--- src/rtl/mul_arb_pkg.sv ---
// Shared constants, tag type and index helper for the multiplier arbiter.
package mul_arb_pkg;

  localparam int MUL_W       = 4;
  localparam int PROD_W      = 8;
  localparam int MUL_LAT     = 2;
  localparam int NUM_REQ_DEF = 4;
  localparam int ID_W        = $clog2(NUM_REQ_DEF);

  typedef struct packed {
    logic            valid;
    logic [ID_W-1:0] id;
  } mul_tag_t;

  function automatic int wrap_add(input int base, input int off, input int n);
    return (base + off) % n;
  endfunction

endpackage

--- src/rtl/rr_arbiter.sv ---
// Rotating-priority arbiter: one-hot grant plus encoded index.
// With MUL_ARB_PRIO0_EN defined, requester 0 overrides the rotation and leaves ptr alone.
module rr_arbiter #(
  parameter int NUM_REQ = 4,
  parameter int ID_W    = 2
) (
  input  logic [NUM_REQ-1:0] req,
  input  logic               en,
  input  logic [ID_W-1:0]    ptr,
  output logic [NUM_REQ-1:0] grant,
  output logic [ID_W-1:0]    grant_idx,
  output logic               ptr_adv
);
  import mul_arb_pkg::*;

  logic [NUM_REQ-1:0] rr_grant;
  logic [ID_W-1:0]    rr_idx;
  logic [ID_W-1:0]    scan_idx;
  logic               rr_hit;

  always_comb begin
    rr_grant = '0;
    rr_idx   = '0;
    rr_hit   = 1'b0;
    scan_idx = '0;
    for (int k = 0; k < NUM_REQ; k++) begin
      scan_idx = ID_W'(wrap_add(int'(ptr), k, NUM_REQ));
      if (!rr_hit && req[scan_idx]) begin
        rr_hit           = 1'b1;
        rr_grant         = '0;
        rr_grant[scan_idx] = 1'b1;
        rr_idx           = scan_idx;
      end
    end
  end

  always_comb begin
    grant     = rr_grant;
    grant_idx = rr_idx;
    ptr_adv   = rr_hit;
`ifdef MUL_ARB_PRIO0_EN
    // Fixed-priority path: the rotation among 1..NUM_REQ-1 keeps its place.
    if (req[0]) begin
      grant     = '0;
      grant[0]  = 1'b1;
      grant_idx = '0;
      ptr_adv   = 1'b0;
    end
`endif
    if (!en) begin
      grant     = '0;
      grant_idx = '0;
      ptr_adv   = 1'b0;
    end
  end

endmodule

--- src/rtl/mul_pipe_arbiter.sv ---
// Front end sharing one pipelined 4x4 multiplier among NUM_REQ requesters with ID tagging.
// Build option MUL_ARB_PRIO0_EN (inside rr_arbiter) gives requester 0 fixed top priority.
module mul_pipe_arbiter #(
  parameter int NUM_REQ = mul_arb_pkg::NUM_REQ_DEF,
  parameter int MUL_LAT = mul_arb_pkg::MUL_LAT,
  parameter int ID_W    = $clog2(NUM_REQ)
) (
  input  logic                                   clk,
  input  logic                                   rst_n,
  input  logic                                   arb_en,
  input  logic [NUM_REQ-1:0]                     req_valid,
  output logic [NUM_REQ-1:0]                     req_ready,
  input  logic [NUM_REQ*mul_arb_pkg::MUL_W-1:0]  req_a,
  input  logic [NUM_REQ*mul_arb_pkg::MUL_W-1:0]  req_b,
  output logic [mul_arb_pkg::MUL_W-1:0]          mul_a,
  output logic [mul_arb_pkg::MUL_W-1:0]          mul_b,
  input  logic [mul_arb_pkg::PROD_W-1:0]         mul_in,
  output logic                                   rsp_valid,
  output logic [ID_W-1:0]                        rsp_id,
  output logic [mul_arb_pkg::PROD_W-1:0]         rsp_data,
  output logic                                   busy
);
  import mul_arb_pkg::*;

  typedef struct packed {
    logic            valid;
    logic [ID_W-1:0] id;
  } tag_t;

  logic [NUM_REQ-1:0] grant;
  logic [ID_W-1:0]    grant_idx;
  logic               ptr_adv;
  logic               issue;
  logic [ID_W-1:0]    ptr_reg, ptr_next;
  logic [MUL_W-1:0]   mul_a_reg, mul_b_reg, mul_a_next, mul_b_next;
  logic [MUL_W-1:0]   op_a [NUM_REQ];
  logic [MUL_W-1:0]   op_b [NUM_REQ];
  tag_t               issue_next;
  tag_t               tag_reg [MUL_LAT+1];
  logic [MUL_LAT:0]   tag_valid;

  genvar gi;
  for (gi = 0; gi < NUM_REQ; gi++) begin : g_ops
    assign op_a[gi] = req_a[gi*MUL_W +: MUL_W];
    assign op_b[gi] = req_b[gi*MUL_W +: MUL_W];
  end

  // Gating enable with rst_n keeps req_ready low for the whole reset window.
  rr_arbiter #(.NUM_REQ(NUM_REQ), .ID_W(ID_W)) u_arb (
    .req       (req_valid),
    .en        (arb_en & rst_n),
    .ptr       (ptr_reg),
    .grant     (grant),
    .grant_idx (grant_idx),
    .ptr_adv   (ptr_adv)
  );

  assign req_ready = grant;
  assign issue     = |grant;

  always_comb begin
    mul_a_next = '0;
    mul_b_next = '0;
    issue_next = '0;
    ptr_next   = ptr_reg;
    if (issue) begin
      mul_a_next = op_a[grant_idx];
      mul_b_next = op_b[grant_idx];
      issue_next = tag_t'{valid: 1'b1, id: grant_idx};
    end
    if (ptr_adv) ptr_next = ID_W'(wrap_add(int'(grant_idx), 1, NUM_REQ));
  end

  always_ff @(posedge clk or negedge rst_n) begin
    if (!rst_n) begin
      mul_a_reg  <= '0;
      mul_b_reg  <= '0;
      ptr_reg    <= '0;
      tag_reg[0] <= '0;
    end else begin
      mul_a_reg  <= mul_a_next;
      mul_b_reg  <= mul_b_next;
      ptr_reg    <= ptr_next;
      tag_reg[0] <= issue_next;
    end
  end

  // Tag stage k lines up with the operand pair k registers deep in the multiplier.
  for (gi = 1; gi <= MUL_LAT; gi++) begin : g_tag
    always_ff @(posedge clk or negedge rst_n) begin
      if (!rst_n) tag_reg[gi] <= '0;
      else        tag_reg[gi] <= tag_reg[gi-1];
    end
  end

  for (gi = 0; gi <= MUL_LAT; gi++) begin : g_valid
    assign tag_valid[gi] = tag_reg[gi].valid;
  end

  assign mul_a     = mul_a_reg;
  assign mul_b     = mul_b_reg;
  assign busy      = |tag_valid;
  assign rsp_valid = tag_reg[MUL_LAT].valid;
  assign rsp_id    = tag_reg[MUL_LAT].id;
  assign rsp_data  = rsp_valid ? mul_in : '0;

endmodule
--- config.mk ---
export PLATFORM = sky130hd
export DESIGN_NAME = mul_pipe_arbiter
export DESIGN_NICKNAME = d
export VERILOG_FILES = /design/src/rtl/mul_arb_pkg.sv /design/src/rtl/rr_arbiter.sv /design/src/rtl/mul_pipe_arbiter.sv
export SDC_FILE = /design/constraint.sdc
export NUM_CORES = 1
export LEC_CHECK = 0
export BUFFER_PORTS_ARGS = -buffer_cell sky130_fd_sc_hd__buf_2
export CAP_MARGIN = 10
export CORE_ASPECT_RATIO = 0.9
export CORE_MARGIN = 2
export CORE_UTILIZATION = 26
export DETAILED_ROUTE_END_ITERATION = 12
export SKIP_CTS_REPAIR_TIMING = 1
export SLEW_MARGIN = 20
export SYNTH_ARGS = -nofsm -noshare
export SYNTH_HDL_FRONTEND = slang
export SYNTH_SLANG_ARGS = --single-unit
--- constraint.sdc ---
create_clock -name clk -period 2.8 [get_ports clk]
set_input_delay 0 -clock clk [delete_from_list [all_inputs] [get_ports clk]]
set_output_delay 0 -clock clk [all_outputs]
set_load 0.01 [all_outputs]
# After elaboration in Yosys (flattened, before gate mapping)
# Cells that the tools add are included.
[word_totals] regBits=19 output_inout_bits=24 word_cells=77
[op_classes] add_sub_neg=4 order_cmp=9 n_mux=41 bitwise_logic=2 reduce_logical=12
[ops] operator="2-to-1 mux 4 bit" count=11
[ops] operator="binary-select mux 4 bit (select 2 bit)" count=2
[ops] operator="2-to-1 mux 1 bit" count=13
[ops] operator="< comparator 2 x 3 -> 1 bit, second input constant" count=4
[ops] operator="2-to-1 mux 2 bit" count=5
[ops] operator="binary-select mux 1 bit (select 2 bit)" count=4
[ops] operator="demux 1 bit (select 2 bit)" count=4
[ops] operator=">= comparator 2 x 1 -> 1 bit, second input constant" count=4
[ops] operator="2-to-1 mux 8 bit" count=1
[ops] operator="logical AND 1 bit" count=7
[ops] operator="adder 2 x 1 -> 2 bit, second input constant" count=2
[ops] operator="adder 2 bit, second input constant" count=2
[ops] operator="OR reduction 4 bit" count=1
[ops] operator=">= comparator 3 bit, second input constant" count=1
[ops] operator="zero test 1 bit" count=3
[ops] operator="2-to-1 mux 3 bit" count=1
[ops] operator="inverter 2 -> 3 bit" count=1
[ops] operator="OR reduction 3 bit" count=1
[ops] operator="AND 1 bit" count=1

# Logic depth before layout (Yosys ltp)
# Gate-level depths: netlist of run 1.
[depth] depth_word=18 ltp_mapped=13 ltp_nobuf=8

# By module
# A second synthesis of run 1 with hierarchy kept.
[hier_totals] cells_unflattened=113 area_unflattened_um2=1382.6
[modules_own_cells] module="mul_pipe_arbiter" instances=1 cells_each=58 area_each_um2=873.3
[modules_own_cells] module="rr_arbiter" instances=1 cells_each=55 area_each_um2=509.2

# Least setup slack after synthesis of run 1
# No wires, ideal clock.
[synth_path] path_kind="flip-flop to flip-flop" from="reg ptr_reg[0]" to="reg mul_a_reg[0] (netlist: mul_a[0])" setup_ns=0.132 t_arrival_ns=2.774 t_required_ns=2.668 slack_ns=-0.106 path_stages_with_launch=12 path_buffers=4 path_cell_list="dfrtp_1 -> buf_6 -> buf_4 -> inv_1 -> ha_1 -> clkbuf_1 -> mux4_2 -> a221oi_1 -> o22ai_1 -> o311ai_2 -> buf_6 -> a211oi_1"
[synth_between] elab_chain_cells=18 elab_cells_between_ends=56 cone_classes="add/sub (3); order compare (8); mux (33); bitwise (1); reduce/logical (11)"
[synth_rtl] item="start: declaration" line_no="mul_pipe_arbiter.sv:34" rtl="logic [ID_W-1:0] ptr_reg, ptr_next;"
[synth_rtl] item="start signal: assignment" line_no="mul_pipe_arbiter.sv:83" rtl="ptr_reg <= ptr_next;"
[synth_rtl] item="parallel branches: the longest is 17 deep, another holds adder 2 x 1 -> 2 bit"
[synth_rtl] item="2-to-1 mux 4 bit (*)" line_no="mul_pipe_arbiter.sv:66" rtl="if (issue) begin"
[synth_rtl] item="via mul_a_next[0]" line_no="mul_pipe_arbiter.sv:35" rtl="logic [MUL_W-1:0] mul_a_reg, mul_b_reg, mul_a_next, mul_b_next;"
[synth_rtl] item="end signal: assignment" line_no="mul_pipe_arbiter.sv:81" rtl="mul_a_reg <= mul_a_next;"
[synth_rtl] item="end: declaration" line_no="mul_pipe_arbiter.sv:35"
# Mark *: on every way through the listed nets, which the timed path passes. The select of a mux whose other input is x is not followed.
# A chain may end at the register's enable or synchronous reset.

# Worst setup path after layout of run 1
[layout_path] from="reg ptr_reg[1]" to="reg mul_b_reg[3] (netlist: mul_b[3])"
[layout_between] elab_chain_cells=18 elab_cells_between_ends=56 cone_classes="add/sub (3); order compare (8); mux (33); bitwise (1); reduce/logical (11)"
[layout_rtl] item="parallel branches: the longest is 17 deep, another holds adder 2 x 1 -> 2 bit"
[layout_rtl] item="2-to-1 mux 4 bit (*)" line_no="mul_pipe_arbiter.sv:66"
[layout_rtl] item="via mul_b_next[3]" line_no="mul_pipe_arbiter.sv:35"
[layout_rtl] item="end signal: assignment" line_no="mul_pipe_arbiter.sv:82" rtl="mul_b_reg <= mul_b_next;"
[layout_rtl] item="end: declaration" line_no="mul_pipe_arbiter.sv:35"
# Marks and branches as above.

==> run_summary.xml, run 1 <==
<?xml version="1.0" encoding="UTF-8"?>
<metrics>
  <group name="run_status">
    <metric name="run_status" unit="">finished clean</metric>
  </group>
  <group name="sta">
    <metric name="hold_violations" unit="">0</metric>
    <metric name="worst_slew_pin_slew" unit="ns">0.522</metric>
    <metric name="min_period_over_period" unit="%">92.2</metric>
    <metric name="layout_min_cycle_time" unit="ns">2.58</metric>
    <metric name="timing.max_slew.rel_slack" unit="%">65.2</metric>
    <metric name="rsz0062_at_grt" unit="">false</metric>
    <metric name="fin_worst_skew" unit="ns">0.00476</metric>
    <metric name="post-route-worst-setup-slack" unit="ns">0.220</metric>
    <metric name="fmax_achieved" unit="GHz">0.388</metric>
    <metric name="drv_slew" unit="">0</metric>
    <metric name="post_route_setup_tns" unit="ns">0</metric>
    <metric name="finalSetupViolCount" unit="">0</metric>
  </group>
  <group name="yosys">
    <metric name="synth_largest_area_cell" unit="">dfrtp_1</metric>
    <metric name="synthesis.instances" unit="">165</metric>
    <metric name="yosysMostFrequentCell" unit="">a211oi_1</metric>
    <metric name="synth-warning-count" unit="">0</metric>
    <metric name="synth.ff_latch_count" unit="">19</metric>
    <metric name="synth_cell_types" unit="">43</metric>
    <metric name="synth_top_cells_by_count" unit="">a211oi_1 (20), dfrtp_1 (19), nor2_1 (17)</metric>
    <metric name="synth_enable_flop_cells" unit="">0</metric>
    <metric name="postSynth.topFlopCell" unit="">dfrtp_1</metric>
    <metric name="area_share_of_the_largest_cell_type_after_synthesis" unit="%">30.8</metric>
    <metric name="main_area_contributors_after_synthesis" unit="">dfrtp_1 (31%), a211oi_1 (9.7%), mux2i_1 (5.8%)</metric>
    <metric name="net_count_synth" unit="">219</metric>
    <metric name="seq_area_frac_synth" unit="%">30.8</metric>
    <metric name="syn-cell-area" unit="um^2">1540</metric>
    <metric name="syn-mean-instance-area" unit="um^2">9.34</metric>
    <metric name="ys_async_sr_fraction" unit="%">100</metric>
  </group>
  <group name="power_and_ir_drop">
    <metric name="seq_power_share" unit="%">22.1</metric>
    <metric name="total_switching_power" unit="uW">752</metric>
    <metric name="power_leakage" unit="nW">1.05</metric>
    <metric name="share_comb_of_total_power" unit="%">66.5</metric>
    <metric name="internal_power" unit="uW">943</metric>
    <metric name="ir_worst_vdd" unit="mV">0.302</metric>
    <metric name="power_frac_clock" unit="%">11.4</metric>
    <metric name="p_sw_share" unit="%">44.4</metric>
    <metric name="cellPowerDensity" unit="nW/um^2">842</metric>
    <metric name="finalPower" unit="mW">1.70</metric>
  </group>
  <group name="placed_design">
    <metric name="io_buffers" unit="">70</metric>
    <metric name="post_placement_setup_slack" unit="ns">0.241</metric>
    <metric name="gp_congestion" unit="">0.856</metric>
    <metric name="hpwlAfterDp" unit="mm">3.31</metric>
  </group>
  <group name="cts">
    <metric name="clkTransAtPathRegs" unit="ns">0.07</metric>
    <metric name="cts-buffers-inserted" unit="">3</metric>
    <metric name="cts.sinks" unit="">19</metric>
    <metric name="clock_tree_from_tritoncts" unit="">done</metric>
    <metric name="cts-root-to-sink-buffers" unit="">2</metric>
    <metric name="h-tree-depth" unit="">1</metric>
    <metric name="clock_latency_at_the_later_pin_of_the_worst_skew_pair" unit="ns">0.26</metric>
    <metric name="clockRootBuffer" unit="">clkbuf_8</metric>
  </group>
  <group name="floorplanning">
    <metric name="height_of_the_die" unit="um">77.0</metric>
    <metric name="initial_cell_density_of_the_core" unit="%">27.1</metric>
    <metric name="core" unit="um^2">5690</metric>
    <metric name="die-area" unit="um^2">6560</metric>
    <metric name="rows" unit="">26</metric>
    <metric name="ios" unit="">71</metric>
    <metric name="die_w" unit="um">85.2</metric>
  </group>
  <group name="route">
    <metric name="iteration_0_drc_markers" unit="">59</metric>
    <metric name="detail_route.vias_per_cell" unit="">4.77</metric>
    <metric name="ant_nets" unit="">0</metric>
    <metric name="detailroute.via_count" unit="">1456</metric>
    <metric name="drt-pass1-iter-count" unit="">5</metric>
    <metric name="drt_wl_total" unit="mm">4.06</metric>
    <metric name="routedWlPerCell" unit="um">13.3</metric>
    <metric name="detail_route.drc_violations" unit="">0</metric>
  </group>
  <group name="hold_path">
    <metric name="timing.hold.worst.class" unit="">input port to flop</metric>
    <metric name="hp-start" unit="">req_b[11]</metric>
    <metric name="hold_path_end" unit="">mul_b[3]</metric>
    <metric name="worstHoldPathCells" unit="">3</metric>
  </group>
  <group name="worst_setup_path">
    <metric name="cp_launch_type" unit="">flop</metric>
    <metric name="ff_to_ff_end" unit="">mul_b[3]</metric>
    <metric name="crit_arrival" unit="ns">2.70</metric>
    <metric name="setup.worst_path.class" unit="">flop to flop</metric>
    <metric name="timing.reg2reg.worst_path_depth" unit="">8</metric>
    <metric name="worst_setup_path_end_kind" unit="">flop</metric>
    <metric name="critical_path.max_fanout" unit="">11</metric>
    <metric name="worstReg2RegStart" unit="">ptr_reg[1]</metric>
    <metric name="ff2ff_setup_slack" unit="ns">0.22</metric>
    <metric name="crit_required" unit="ns">2.92</metric>
  </group>
  <group name="global_routing">
    <metric name="first_global_vias" unit="">1426</metric>
    <metric name="track_usage" unit="%">12.3</metric>
    <metric name="globalRouteOverflowTotal" unit="">0</metric>
    <metric name="antenna_found_initial" unit="">0</metric>
    <metric name="grt_max_degree" unit="">22</metric>
    <metric name="grt_first_pass_wirelength" unit="mm">6.58</metric>
  </group>
  <group name="cells_and_area">
    <metric name="insertedDiodeCount" unit="">0</metric>
    <metric name="layout-area-overhead-vs-synth" unit="%">30.6</metric>
    <metric name="fin_util" unit="%">35.4</metric>
    <metric name="nNetsFinal" unit="">290</metric>
    <metric name="drive_above_1_share" unit="%">42.1</metric>
    <metric name="flip_flop_count_of_the_largest_register_all_copies_and_words_added" unit="">6</metric>
  </group>
  <group name="flow_run">
    <metric name="max_cap_viol_count" unit="">0</metric>
  </group>
</metrics>
## critical path, cell delays in order (launching register included)
cell	delay, ns
dfrtp_1	0.50
inv_1	0.10
ha_1	0.31
mux4_2	0.42
a221oi_1	0.39
o22ai_1	0.16
o311ai_2	0.27
buf_4	0.24
a211oi_1	0.06
## per-stage QoR
stage | std cells | hold WS [ns] | cell area, um^2
floorplan | 165 | -0.296 | 1540
global placement | 300 | -0.0306 | 1960
detailed placement | 300 | -0.0279 | 1960
CTS | 304 | -0.312 | 2000
global route | 305 | 0.102 | 2010
finish | 305 | 0.0687 | 2010
## layout by cell type, fill, tap and decap left out, drive strengths merged, types with 2 or more instances in the layout
| master | n |
|---|---|
| clkbuf | 3 |
| mux4 | 2 |
| mux2 | 3 |
| inv | 11 |
| a21oi | 7 |
| o21a | 2 |
| a2bb2oi | 3 |
| and2 | 9 |
| dfrtp | 19 |
| a211oi | 24 |
| o21ai | 5 |
| nor4b | 2 |
| a221oi | 2 |
| nand2 | 6 |
| mux2i | 10 |
| nor2 | 17 |
| ha | 7 |
| buf | 80 |
| o22ai | 2 |
| a21o | 2 |
## layer usage
metal,up-vias,GRT usage (%),wire length [um]
met1,654,16.4,1880
li1,740,-,-
met5,-,0,0
met3,7,2.80,278
met4,0,4.13,66
met2,55,19.5,1840
## cells by family (layout without fill, tap and decap cells)
logic type / after synthesis / count (layout) / synth area share, %
adders and majority gates: 7 / 7 / 5.68
DFF: 19 / 19 / 30.8
and+or+nand+nor: 44 / 44 / 15.2
xor gates and xnor gates: 1 / 1 / 0.568
buffers and inverters: 26 / 96 / 9.01
muxes: 15 / 15 / 11.9
AOI/OAI and AO/OA: 53 / 53 / 26.9
## final cells by class
cell class	instances	area (um^2)
clock buffer	3	41.3
timing repair buffer	81	435
tap	70	87.6
sequential	19	475
multi-input combinational	120	927
inverter	11	41.3
clock inverter	1	5.00
fill	589	3680
## power groups by stage
stage / registers (mW) / clock network (mW) / logic [mW]
after floorplan: 0.396 / 0 / 0.798
after global placement: 0.377 / 0 / 1.11
after detailed placement: 0.382 / 0 / 1.12
after CTS: 0.377 / 0.199 / 1.13
after global routing: 0.384 / 0.208 / 1.24
final: 0.375 / 0.193 / 1.13
## how the worst max path moves through the flow
stage	start	end	slack, ns	cells past startpoint
2_1_floorplan	ptr_reg[0]	mul_a[0]	0.006	11
3_3_place_gp	ptr_reg[1]	mul_b[3]	0.34	8
3_5_place_dp	ptr_reg[1]	mul_a[1]	0.24	8
4_1_cts	ptr_reg[1]	mul_b[3]	0.23	8
5_1_grt	ptr_reg[1]	mul_b[3]	0.02	8
6_report	ptr_reg[1]	mul_b[3]	0.22	8
Note: power is estimated with default switching activity, not from simulation.
==> run 2, diff against run 1 <==
--- a/config.mk
+++ b/config.mk
@@ -11,6 +11,7 @@
 export CORE_MARGIN = 2
 export CORE_UTILIZATION = 26
 export DETAILED_ROUTE_END_ITERATION = 12
+export PLACE_DENSITY = 0.5
 export SKIP_CTS_REPAIR_TIMING = 1
 export SLEW_MARGIN = 20
 export SYNTH_ARGS = -nofsm -noshare
==> run 2 against run 1 <==
Net effect: register-to-register slack better by 0.09 ns; sequential power down 3%; worst setup slack better by 0.091 ns; clock skew about the same; non-clock buffer count up 4; clock power about the same; cell area up 1.5%; clock-buffer cell count unchanged; first-iteration DRC count down 31%; critical path type unchanged; largest power group unchanged; highest routed layer unchanged.
==> run_summary.xml, run 2 (same netlist as run 1, synthesis figures left out) <==
<?xml version="1.0" encoding="UTF-8"?>
<metrics>
  <group name="route">
    <metric name="detail_route.vias_per_cell" unit="">4.74</metric>
    <metric name="drt_wl_total" unit="mm">4.18</metric>
    <metric name="detail_route.drc_violations" unit="">0</metric>
    <metric name="routedWlPerCell" unit="um">13.5</metric>
    <metric name="ant_nets" unit="">0</metric>
    <metric name="iteration_0_drc_markers" unit="">41</metric>
    <metric name="drt-pass1-iter-count" unit="">4</metric>
    <metric name="detailroute.via_count" unit="">1465</metric>
  </group>
  <group name="worst_setup_path">
    <metric name="timing.reg2reg.worst_path_depth" unit="">8</metric>
    <metric name="ff_to_ff_end" unit="">mul_a[3]</metric>
    <metric name="critical_path.max_fanout" unit="">11</metric>
    <metric name="worstReg2RegStart" unit="">ptr_reg[0]</metric>
    <metric name="crit_required" unit="ns">2.93</metric>
    <metric name="crit_path_start" unit="">ptr_reg[0]</metric>
    <metric name="crit_arrival" unit="ns">2.62</metric>
    <metric name="ff2ff_setup_slack" unit="ns">0.31</metric>
    <metric name="cp_launch_type" unit="">flop</metric>
    <metric name="worst_setup_path_end_kind" unit="">flop</metric>
    <metric name="setup.worst_path.class" unit="">flop to flop</metric>
  </group>
  <group name="sta">
    <metric name="fmax_achieved" unit="GHz">0.402</metric>
    <metric name="rsz0062_at_grt" unit="">false</metric>
    <metric name="worst_slew_pin_slew" unit="ns">0.459</metric>
    <metric name="hold_violations" unit="">0</metric>
    <metric name="drv_slew" unit="">0</metric>
    <metric name="post_route_setup_tns" unit="ns">0</metric>
    <metric name="timing.max_slew.rel_slack" unit="%">69.0</metric>
    <metric name="layout_min_cycle_time" unit="ns">2.49</metric>
    <metric name="finalSetupViolCount" unit="">0</metric>
    <metric name="fin_worst_skew" unit="ns">0.00479</metric>
    <metric name="min_period_over_period" unit="%">88.9</metric>
  </group>
  <group name="cts">
    <metric name="cts.sinks" unit="">19</metric>
    <metric name="cts-root-to-sink-buffers" unit="">2</metric>
    <metric name="clkTransAtPathRegs" unit="ns">0.07</metric>
    <metric name="clock_tree_from_tritoncts" unit="">done</metric>
    <metric name="cts-buffers-inserted" unit="">3</metric>
    <metric name="clockRootBuffer" unit="">clkbuf_8</metric>
    <metric name="h-tree-depth" unit="">1</metric>
    <metric name="clock_latency_at_the_later_pin_of_the_worst_skew_pair" unit="ns">0.26</metric>
  </group>
  <group name="floorplanning">
    <metric name="die_w" unit="um">85.2</metric>
    <metric name="core" unit="um^2">5690</metric>
    <metric name="die-area" unit="um^2">6560</metric>
    <metric name="rows" unit="">26</metric>
    <metric name="ios" unit="">71</metric>
    <metric name="height_of_the_die" unit="um">77.0</metric>
    <metric name="initial_cell_density_of_the_core" unit="%">27.1</metric>
  </group>
  <group name="global_routing">
    <metric name="grt_max_degree" unit="">21</metric>
    <metric name="globalRouteOverflowTotal" unit="">0</metric>
    <metric name="antenna_found_initial" unit="">0</metric>
    <metric name="track_usage" unit="%">12.9</metric>
    <metric name="first_global_vias" unit="">1430</metric>
    <metric name="grt_first_pass_wirelength" unit="mm">6.91</metric>
  </group>
  <group name="placed_design">
    <metric name="hpwlAfterDp" unit="mm">3.31</metric>
    <metric name="gp_congestion" unit="">0.843</metric>
    <metric name="io_buffers" unit="">70</metric>
  </group>
  <group name="cells_and_area">
    <metric name="drive_above_1_share" unit="%">43.1</metric>
    <metric name="mostFrequentLayoutCells" unit="">buf_2 (70), a211oi_1 (20), dfrtp_1 (19)</metric>
    <metric name="fin_util" unit="%">35.9</metric>
    <metric name="nNetsFinal" unit="">294</metric>
    <metric name="final_common_cell" unit="">buf_2</metric>
    <metric name="insertedDiodeCount" unit="">0</metric>
    <metric name="layout-area-overhead-vs-synth" unit="%">32.5</metric>
    <metric name="flip_flop_count_of_the_largest_register_all_copies_and_words_added" unit="">6</metric>
  </group>
  <group name="power_and_ir_drop">
    <metric name="ir_worst_vdd" unit="mV">0.246</metric>
    <metric name="finalPower" unit="mW">1.73</metric>
    <metric name="cellPowerDensity" unit="nW/um^2">845</metric>
    <metric name="power_leakage" unit="nW">1.07</metric>
  </group>
  <group name="flow_run">
    <metric name="max_cap_viol_count" unit="">0</metric>
  </group>
  <group name="hold_path">
    <metric name="hold_path_end" unit="">mul_a[1]</metric>
    <metric name="hp-start" unit="">req_a[9]</metric>
    <metric name="worstHoldPathCells" unit="">3</metric>
    <metric name="timing.hold.worst.class" unit="">input port to flop</metric>
  </group>
  <group name="run_status">
    <metric name="run_status" unit="">finished clean</metric>
  </group>
</metrics>
## run 2: cell types whose count changed in the layout (fill, tap and decap cells not counted), sizes merged
cell | previous run | this run
buf | 80 | 84
## run 2: worst max-delay path: stages, from the launching register on
cell and delay [ns]:
dfrtp_1 0.39, inv_1 0.17, ha_1 0.28, mux4_2 0.40, a221oi_1 0.39, o22ai_1 0.15, o311ai_2 0.27, buf_4 0.24
a211oi_1 0.06
## run 2: worst max-delay path by stage
stage | slack [ns] | end | cells past startpoint
finish | 0.31 | mul_a[3] | 8
global route | 0.11 | mul_a[1] | 8
CTS | 0.30 | mul_a[3] | 8
detailed placement | 0.32 | mul_a[3] | 8
global placement | 0.36 | mul_a[0] | 8
floorplan | 0.006 | mul_a[0] | 11
## run 2: cell type report
class                   instances  area, um^2
fillers                       605        3650
multi-input cells             120         927
flip-flops and latches         19         475
repair buffers                 85         465
well taps                      70        87.6
clock buffers                   3        41.3
inverters                      11        41.3
clock inverters                 1        5.00
## run 2: where the power goes
group	switching [mW]	internal [mW]	total [mW]	leakage, nW
registers	0.0272	0.335	0.363	0.253
clock network	0.0924	0.0989	0.191	0.0255
logic	0.640	0.532	1.17	0.791
## run 2: stage by stage
step	std cells	hold slack, ns	instance area (um^2)	setup WS, ns
2_1_floorplan	165	-0.296	1540	0.00607
3_3_place_gp	304	-0.00913	1990	0.362
3_5_place_dp	304	-0.00279	1990	0.319
4_1_cts	308	-0.282	2030	0.300
5_1_grt	309	0.110	2040	0.112
6_report	309	0.0909	2040	0.311
## run 2: routing by layer
| metal | global-route usage, % | vias up | routed length (um) |
|---|---|---|---|
| met4 | 1.43 | 0 | 14 |
| met1 | 19.1 | 657 | 2030 |
| met2 | 19.5 | 61 | 1830 |
| li1 | - | 745 | - |
| met3 | 3.01 | 2 | 308 |
| met5 | 0 | - | 0 |
